## src/rtl/vend_pkg.sv

```systemverilog
// Shared types and defaults for the vending dispense path.
package vend_pkg;

   typedef enum logic [1:0] {
      ST_IDLE   = 2'd0,
      ST_RUN    = 2'd1,
      ST_SETTLE = 2'd2
   } state_t;

   localparam int PEND_W = 2;

   localparam int DEF_MOTOR_CYCLES  = 8;
   localparam int DEF_SETTLE_CYCLES = 2;
   localparam int DEF_QUEUE_DEPTH   = 3;
   localparam int DEF_STOCK_W       = 4;
   localparam int DEF_STOCK_INIT    = 15;

endpackage

```

## src/rtl/rise_detect.sv

```systemverilog
// Rising-edge detector; the reset value of the history bit decides whether
// a level already high at reset release counts as an edge.
module rise_detect #(
   parameter logic PREV_INIT = 1'b1
) (
   input  logic clk,
   input  logic rst,
   input  logic d,
   output logic rise
);

   logic prev_q;
   logic prev_d;

   always_comb begin
      prev_d = d;
   end

   always_ff @(posedge clk) begin
      if (rst) begin
         prev_q <= PREV_INIT;
      end else begin
         prev_q <= prev_d;
      end
   end

   assign rise = d & ~prev_q;

endmodule

```

## src/rtl/dispense_controller.sv

```systemverilog
// Queues dispense requests, runs the motor per item and tracks reserved stock.
//   state     | meaning
//   ST_IDLE   | motor off, waiting for a queued request
//   ST_RUN    | motor driven for MOTOR_CYCLES cycles
//   ST_SETTLE | motor off for SETTLE_CYCLES cycles after an item
module dispense_controller
   import vend_pkg::*;
#(
   parameter int MOTOR_CYCLES  = DEF_MOTOR_CYCLES,
   parameter int SETTLE_CYCLES = DEF_SETTLE_CYCLES,
   parameter int QUEUE_DEPTH   = DEF_QUEUE_DEPTH,
   parameter int STOCK_W       = DEF_STOCK_W,
   parameter int STOCK_INIT    = DEF_STOCK_INIT
) (
   input  logic               clk,
   input  logic               rst,
   input  logic               is_dispensed,
   input  logic               refill,
   input  logic [STOCK_W-1:0] refill_count,
   output logic               motor_en,
   output logic               item_out,
   output logic               busy,
   output logic               sold_out,
   output logic [STOCK_W-1:0] stock,
   output logic [PEND_W-1:0]  pending,
   output logic               lost_sale
);

   localparam int TMAX    = (MOTOR_CYCLES > SETTLE_CYCLES) ? MOTOR_CYCLES : SETTLE_CYCLES;
   localparam int TIMER_W = (TMAX > 1) ? $clog2(TMAX) : 1;

   localparam logic [TIMER_W-1:0] MOTOR_LOAD  = TIMER_W'(MOTOR_CYCLES - 1);
   localparam logic [TIMER_W-1:0] SETTLE_LOAD = TIMER_W'(SETTLE_CYCLES - 1);
   localparam logic [TIMER_W-1:0] TIMER_ZERO  = '0;
   localparam logic [PEND_W-1:0]  PEND_FULL   = PEND_W'(QUEUE_DEPTH);
   localparam logic [PEND_W-1:0]  PEND_ONE    = PEND_W'(1);
   localparam logic [PEND_W-1:0]  PEND_ZERO   = '0;
   localparam logic [STOCK_W:0]   STOCK_MAX   = {1'b0, {STOCK_W{1'b1}}};
   localparam logic [STOCK_W-1:0] STOCK_RST   = STOCK_W'(STOCK_INIT);

   state_t               state_q, state_d;
   logic [TIMER_W-1:0]   timer_q, timer_d;
   logic [PEND_W-1:0]    pending_q, pending_d;
   logic [STOCK_W-1:0]   stock_q, stock_d;
   logic                 motor_en_q, motor_en_d;
   logic                 item_out_q, item_out_d;
   logic                 lost_sale_q, lost_sale_d;

   logic                 req;
   logic                 accept;
   logic                 start;
   logic [STOCK_W:0]     stock_sum;

   rise_detect #(
      .PREV_INIT (1'b1)
   ) u_rise (
      .clk  (clk),
      .rst  (rst),
      .d    (is_dispensed),
      .rise (req)
   );

   // Decisions use the pre-refill stock, so a refill never rescues a request.
   always_comb begin
      accept      = req && (stock_q != '0) && (pending_q != PEND_FULL);
      lost_sale_d = req && !accept;
   end

   always_comb begin
      state_d    = state_q;
      timer_d    = timer_q;
      motor_en_d = 1'b0;
      item_out_d = 1'b0;
      start      = 1'b0;
      case (state_q)
         ST_IDLE: begin
            if (pending_q != PEND_ZERO) begin
               state_d    = ST_RUN;
               timer_d    = MOTOR_LOAD;
               motor_en_d = 1'b1;
               start      = 1'b1;
            end
         end
         ST_RUN: begin
            if (timer_q == TIMER_ZERO) begin
               state_d    = ST_SETTLE;
               timer_d    = SETTLE_LOAD;
               item_out_d = 1'b1;
            end else begin
               timer_d    = timer_q - 1'b1;
               motor_en_d = 1'b1;
            end
         end
         ST_SETTLE: begin
            if (timer_q == TIMER_ZERO) begin
               state_d = ST_IDLE;
            end else begin
               timer_d = timer_q - 1'b1;
            end
         end
         default: begin
            state_d = ST_IDLE;
            timer_d = TIMER_ZERO;
         end
      endcase
   end

   always_comb begin
      pending_d = pending_q;
      case ({accept, start})
         2'b10:   pending_d = pending_q + PEND_ONE;
         2'b01:   pending_d = pending_q - PEND_ONE;
         default: pending_d = pending_q;
      endcase
   end

   // One spare bit catches the refill overflow before saturating.
   always_comb begin
      stock_sum = {1'b0, stock_q} - {{STOCK_W{1'b0}}, accept};
      if (refill) begin
         stock_sum = stock_sum + {1'b0, refill_count};
      end
      if (stock_sum > STOCK_MAX) begin
         stock_d = STOCK_MAX[STOCK_W-1:0];
      end else begin
         stock_d = stock_sum[STOCK_W-1:0];
      end
   end

   always_ff @(posedge clk) begin
      if (rst) begin
         state_q     <= ST_IDLE;
         timer_q     <= TIMER_ZERO;
         pending_q   <= PEND_ZERO;
         stock_q     <= STOCK_RST;
         motor_en_q  <= 1'b0;
         item_out_q  <= 1'b0;
         lost_sale_q <= 1'b0;
      end else begin
         state_q     <= state_d;
         timer_q     <= timer_d;
         pending_q   <= pending_d;
         stock_q     <= stock_d;
         motor_en_q  <= motor_en_d;
         item_out_q  <= item_out_d;
         lost_sale_q <= lost_sale_d;
      end
   end

   assign motor_en  = motor_en_q;
   assign item_out  = item_out_q;
   assign lost_sale = lost_sale_q;
   assign stock     = stock_q;
   assign pending   = pending_q;
   assign sold_out  = (stock_q == '0);
   assign busy      = (state_q != ST_IDLE) || (pending_q != PEND_ZERO);

endmodule
```

## config.mk

```make
export PLATFORM = sky130hd
export DESIGN_NAME = dispense_controller
export DESIGN_NICKNAME = d
export VERILOG_FILES = /design/src/rtl/vend_pkg.sv /design/src/rtl/rise_detect.sv /design/src/rtl/dispense_controller.sv
export SDC_FILE = /design/constraint.sdc
export NUM_CORES = 1
export LEC_CHECK = 0
export CORE_ASPECT_RATIO = 1.75
export CORE_UTILIZATION = 27
export DETAILED_ROUTE_END_ITERATION = 10
export PLACE_DENSITY = 0.51
export SLEW_MARGIN = 5
export SYNTH_ARGS = -nofsm -noshare
export SYNTH_HDL_FRONTEND = slang
export SYNTH_HIERARCHICAL = 1
export SYNTH_SLANG_ARGS = --single-unit
```

## constraint.sdc

```tcl
create_clock -name clk -period 2.9 [get_ports clk]
set_input_delay 0.435 -clock clk [delete_from_list [all_inputs] [get_ports clk]]
set_output_delay 0.435 -clock clk [all_outputs]
set_load 0.03 [all_outputs]
```

Word level (Yosys, flattened, before mapping)

Cells that the tools add are included.

Register bits: 15
Output and inout port bits: 11
Input bits: 8

Equality and inequality tests: 9
$add $sub $neg: 5
Reduce and logical (&&, ||, !) cells: 16
Mux-type cells: 15
Bitwise gates (word level): 3
Magnitude comparators: 1

Operators by type and width:

| operator                                             | count |
|---|---|
| != test 2 bit (second input constant)                | 5 |
| two-way mux 3 bit                                    | 3 |
| case mux 3 bit (3 select lines)                      | 1 |
| two-way mux 2 bit                                    | 3 |
| case mux 2 bit (3 select lines)                      | 1 |
| nonzero test 2 bit                                   | 3 |
| adder 5 x 4 -> 5 bit                                 | 1 |
| > comparator 5 x 4 -> 1 bit (second input constant)  | 1 |
| two-way mux 5 bit                                    | 1 |
| subtractor 4 x 1 -> 5 bit                            | 1 |
| equality test 2 x 1 -> 1 bit (second input constant) | 2 |
| equality test 2 bit (second input constant)          | 2 |
| zero test 4 bit                                      | 1 |
| two-way mux 1 bit                                    | 4 |
| case mux 2 bit (2 select lines)                      | 1 |
| nonzero test 4 bit                                   | 1 |
| OR reduction 2 bit                                   | 2 |
| logical AND 1 bit                                    | 3 |
| zero test 3 bit                                      | 1 |
| AND reduction 3 bit                                  | 1 |
| subtractor 3 x 1 -> 3 bit (second input constant)    | 1 |
| adder 2 x 1 -> 2 bit (second input constant)         | 1 |
| zero test 2 bit                                      | 1 |
| inverter 1 bit                                       | 2 |
| 6 further kinds                                      | 6 |

Depth between registers and ports, before layout

Word-level depth: 9
Mapped depth: 12

Cells and area by module

The synthesis kept the hierarchy.

Modules (own cells, without submodules):

| module              | cells each | instances | area each (um^2) |
|---|---|---|---|
| dispense_controller | 99         | 1         | 842.1 |
| rise_detect         | 3          | 1         | 32.5 |

Worst setup path before layout

Ideal clock, no wire load.

Path type: reg-to-reg
Start point: register stock_q[3], in the netlist stock[3]
End point: register stock_q[0], in the netlist stock[0]
Period minus slack after synthesis: 3.554 ns
Data arrival time: 3.420 ns
Required time: 2.766 ns
Path slack: -0.654 ns
Cell stages (with the launch flop): 13
Cells stage by stage: dfxtp_1 -> nor4_1 -> a21oi_1 -> nand2_1 -> inv_1 -> ha_1 -> ha_1 -> inv_1 -> fa_1 -> a211oi_1 -> a211oi_1 -> nor3_2 -> o211ai_1

Word-level cells in the longest chain between the ends: 8

Ends and longest elaborated chain:

| item                           | line                       | source |
|---|---|---|
| start: declaration             | dispense_controller.sv:44  | `logic [STOCK_W-1:0] stock_q, stock_d;` |
| start signal: assignment       | dispense_controller.sv:143 | `stock_q <= stock_d;` |
| nonzero test 4 bit             | dispense_controller.sv:65  | `accept = req && (stock_q != '0) && (pending_q != PEND_FULL);` |
| logical AND 1 bit (2 in a row) | dispense_controller.sv:65  |  |
| subtractor 4 x 1 -> 5 bit *    | dispense_controller.sv:119 | `stock_sum = {1'b0, stock_q} - {{STOCK_W{1'b0}}, accept};` |
| adder 5 x 4 -> 5 bit           | dispense_controller.sv:121 | `stock_sum = stock_sum + {1'b0, refill_count};` |
| two-way mux 5 bit *            | dispense_controller.sv:120 | `if (refill) begin` |
| > comparator 5 x 4 -> 1 bit    | dispense_controller.sv:123 | `if (stock_sum > STOCK_MAX) begin` |
| OR reduction 2 bit (no line)   | n/a                        |  |

Mark *: on every way between the ends. The rest lies on a longest branch, timed or not.
A chain may end at the register's enable or synchronous reset.

Final worst setup path

Ends and elaborated chain as after synthesis.

==> flow_metrics.tcl <==
set metrics [dict create \
    status "complete, no violations" \
    final_layout_size_suffix_gt1_frac 0.163 \
    finalCriticalPeriod_ns 2.67 \
    grt_pass1_vias 806 \
    core_sq_um 3110 \
    drv_cap 0 \
    critical-path-slowest-cell "dfxtp_2" \
    ys_seq_area_frac 0.343 \
    diodes 0 \
    final_max_slew_viol_count 0 \
    synthMostInstantiatedCell "dfxtp_1" \
    die_x_microns 45.0 \
    min_path_type "reg2reg" \
    clk_pin_slew_ns 0.06 \
    ys_ff_latch 15 \
    setup_viol 0 \
    avgSynthCellArea_sq_um 8.57 \
    synth_area_leader_cell "dfxtp_1" \
    routed_via_density 4.76 \
    multi_input_area_sq_um 553 \
    synth_common_cells "dfxtp_1 (15), nor2_1 (10), ha_1 (9), inv_1 (9), nand2_1 (7)" \
    grt-ovfl-total 0 \
    wl_per_cell_microns 12.3 \
    fillers 330 \
    rsz0062_at_grt "false" \
    path_max_fanout 4 \
    clockBufferDepth 2 \
    fin_util 0.397 \
    ys_types 32 \
    dpl.hpwl_microns 1760 \
    synth_area_sq_um 875 \
    p_per_area_nw_per_um2 805 \
    relSlewSlack 0.699 \
    synth_edf_count 0 \
    antenna_found_initial 0 \
    grt_max_degree 13 \
    synth_top_area_share 0.343 \
    critPathCaptureType "flip-flop" \
    power_frac_comb 0.520 \
    setup-tns-final_ns 0 \
    die_h_microns 77.3 \
    synth_nets 120 \
    first_iter_violations 11 \
    skew_ns 0.00160 \
    start_util 0.281 \
    wirelength_microns 2110 \
    required_ns 3.02 \
    switchingPower_w 0.000406 \
    h-tree-depth 1 \
    track_usage 0.133 \
    seqCellArea_sq_um 305 \
    root_buffer "clkbuf_8" \
    syn-instance-count 102 \
    peakVddDrop_v 0.000256 \
    clkPwrFrac 0.170 \
    max_stage_delay_ns 0.35 \
    ctsHoldBuffers 0 \
    switching_share 0.409 \
    port_buffers 18 \
    leakage_nw 0.524 \
    vias 819 \
    grt_first_pass_wirelength_microns 3420 \
    clock_latency_ns 0.25 \
    startpoint_type "flip-flop" \
    fin_nets 148 \
    setup.worst_path.class "reg2reg" \
    gp_congestion 0.784 \
    tightestPinTransition_ns 0.451 \
    crit_top_cell "ha_1" \
    cts_made_buffers 3 \
    remaining_drc_errors 0 \
    synth.area.top_cells "dfxtp_1 (34%), ha_1 (13%), xor2_1 (5.0%), nor2_1 (4.3%), inv_1 (3.9%)" \
    die_area_sq_um 3480 \
    area_growth_pct 40.9 \
    async_flop_share 0 \
    cts_tree "yes" \
    num_rows 27 \
    hold_viol_final 0 \
    path_cells "nor4_4 > a21oi_2 > nand2_1 > inv_1 > ha_1 > ha_1 > xor2_1 > ha_1 > a211oi_2 > buf_4 > o211a_1 > nor3_2 > o211ai_1" \
    fin_crit_sh 0.920 \
    p_seq_frac 0.310 \
    worstRegToRegCells 13 \
    clock.fmax_mhz 375 \
    cts_sinks 15 \
    whs_path_depth 2 \
    pin_count 19 \
    postRouteAntennaNets 0 \
    detail_route.first_pass.iterations 4 \
    synth_warnings 6 \
    ys.flop_type "dfxtp_1" \
    arrival_ns 2.79 \
    intPower_w 0.000586 \
]
-- sequential cells by signal, indices dropped and copies added, names as in the netlist --
register       count
stock              4
timer_q            3
pending            2
state_q            2
item_out           1
lost_sale          1
motor_en           1
u_rise/prev_q      1
-- cells in the final DEF (no fill, tap or decap), drive strengths merged, types with 2 or more instances in the layout --
| cell type | synthesis | routed |
|---|---|---|
| a211oi | 2 | 2 |
| a21oi | 6 | 6 |
| buf | 2 | 8 |
| clkbuf | 1 | 3 |
| clkdlybuf4s50 | 0 | 18 |
| dfxtp | 15 | 15 |
| ha | 9 | 9 |
| inv | 9 | 9 |
| nand2 | 7 | 7 |
| nand3b | 2 | 2 |
| nor2 | 10 | 10 |
| nor3 | 6 | 6 |
| nor3b | 2 | 2 |
| o211ai | 3 | 3 |
| o21ai | 6 | 6 |
| xnor2 | 3 | 3 |
| xor2 | 5 | 5 |
-- worst paths after layout --
kind / start / endpoint / slack [ns]
hold reg to reg: timer_q[2]$_SDFFE_PP0P_ / timer_q[2]$_SDFFE_PP0P_ / 0.52
setup reg to reg: stock[3]$_SDFF_PP1_ / stock[0]$_SDFF_PP1_ / 0.23
hold / removal: timer_q[2]$_SDFFE_PP0P_ / timer_q[2]$_SDFFE_PP0P_ / 0.52
setup / recovery: stock[3]$_SDFF_PP1_ / stock[0]$_SDFF_PP1_ / 0.23
-- repair_timing --
item | in CTS | in global routing
setup endpoints to repair | 0 | 4
resized for setup | 0 | 4
buffers inserted | 0 | 1
-- cell families (layout without fill, tap and decap cells) --
kind of cell	Yosys count	in the layout	share of synthesized area
XOR/XNOR	8	8	0.0801
AND/OR/NAND/NOR	32	32	0.185
adder cells (fa/ha/maj)	10	10	0.152
AO/OA/AOI/OAI	25	25	0.186
buffers and inverters	12	39	0.0544
flip-flops	15	15	0.343
-- stage by stage --
| step | worst slack, ns | instances | total power, W | hold slack [ns] | area (sq um) |
|---|---|---|---|---|---|
| floorplan | 0.0107 | 102 | 0.000648 | 0.479 | 893 |
| global placement | -0.0535 | 167 | 0.000809 | 0.504 | 1170 |
| detailed placement | -0.112 | 167 | 0.000822 | 0.504 | 1170 |
| CTS | 0.0799 | 171 | 0.000994 | 0.514 | 1210 |
| global route | 0.0131 | 172 | 0.00107 | 0.538 | 1230 |
| finish | 0.232 | 172 | 0.000992 | 0.516 | 1230 |
-- metal layers --
layer / vias to the layer above / GRT usage / share of wire
met4: 0 / 0.0545 / 0.016
met1: 387 / 0.129 / 0.37
li1: 411 / - / -
met2: 17 / 0.259 / 0.58
met5: - / 0 / 0
met3: 4 / 0.0141 / 0.032
-- worst max-delay path: cells and delay by family, from the launching register on --
family / cells / cell delay [ns]
AOI/OAI and AO/OA: 4 / 0.51
xor gates and xnor gates: 1 / 0.16
buffers and inverters: 2 / 0.18
adders and majority gates: 3 / 0.71
DFF: 1 / 0.35
and+or+nand+nor: 3 / 0.63
-- power by group through the flow --
stage	clock network [W]	registers [W]	logic (W)
global placement	0	0.000308	0.000501
CTS	0.000175	0.000306	0.000514
finish	0.000169	0.000308	0.000515
floorplan	0	0.000340	0.000309
global route	0.000182	0.000315	0.000568
detailed placement	0	0.000310	0.000511
-- layout make-up --
cell class | count | area share
timing repair buffer | 26 | 0.195
clock inverter | 1 | 0.00406
sequential | 15 | 0.248
clock buffer | 3 | 0.0335
inverter | 9 | 0.0274
multi-input combinational | 75 | 0.449
tap | 43 | 0.0437
Note: power is estimated with default switching activity, not from simulation.
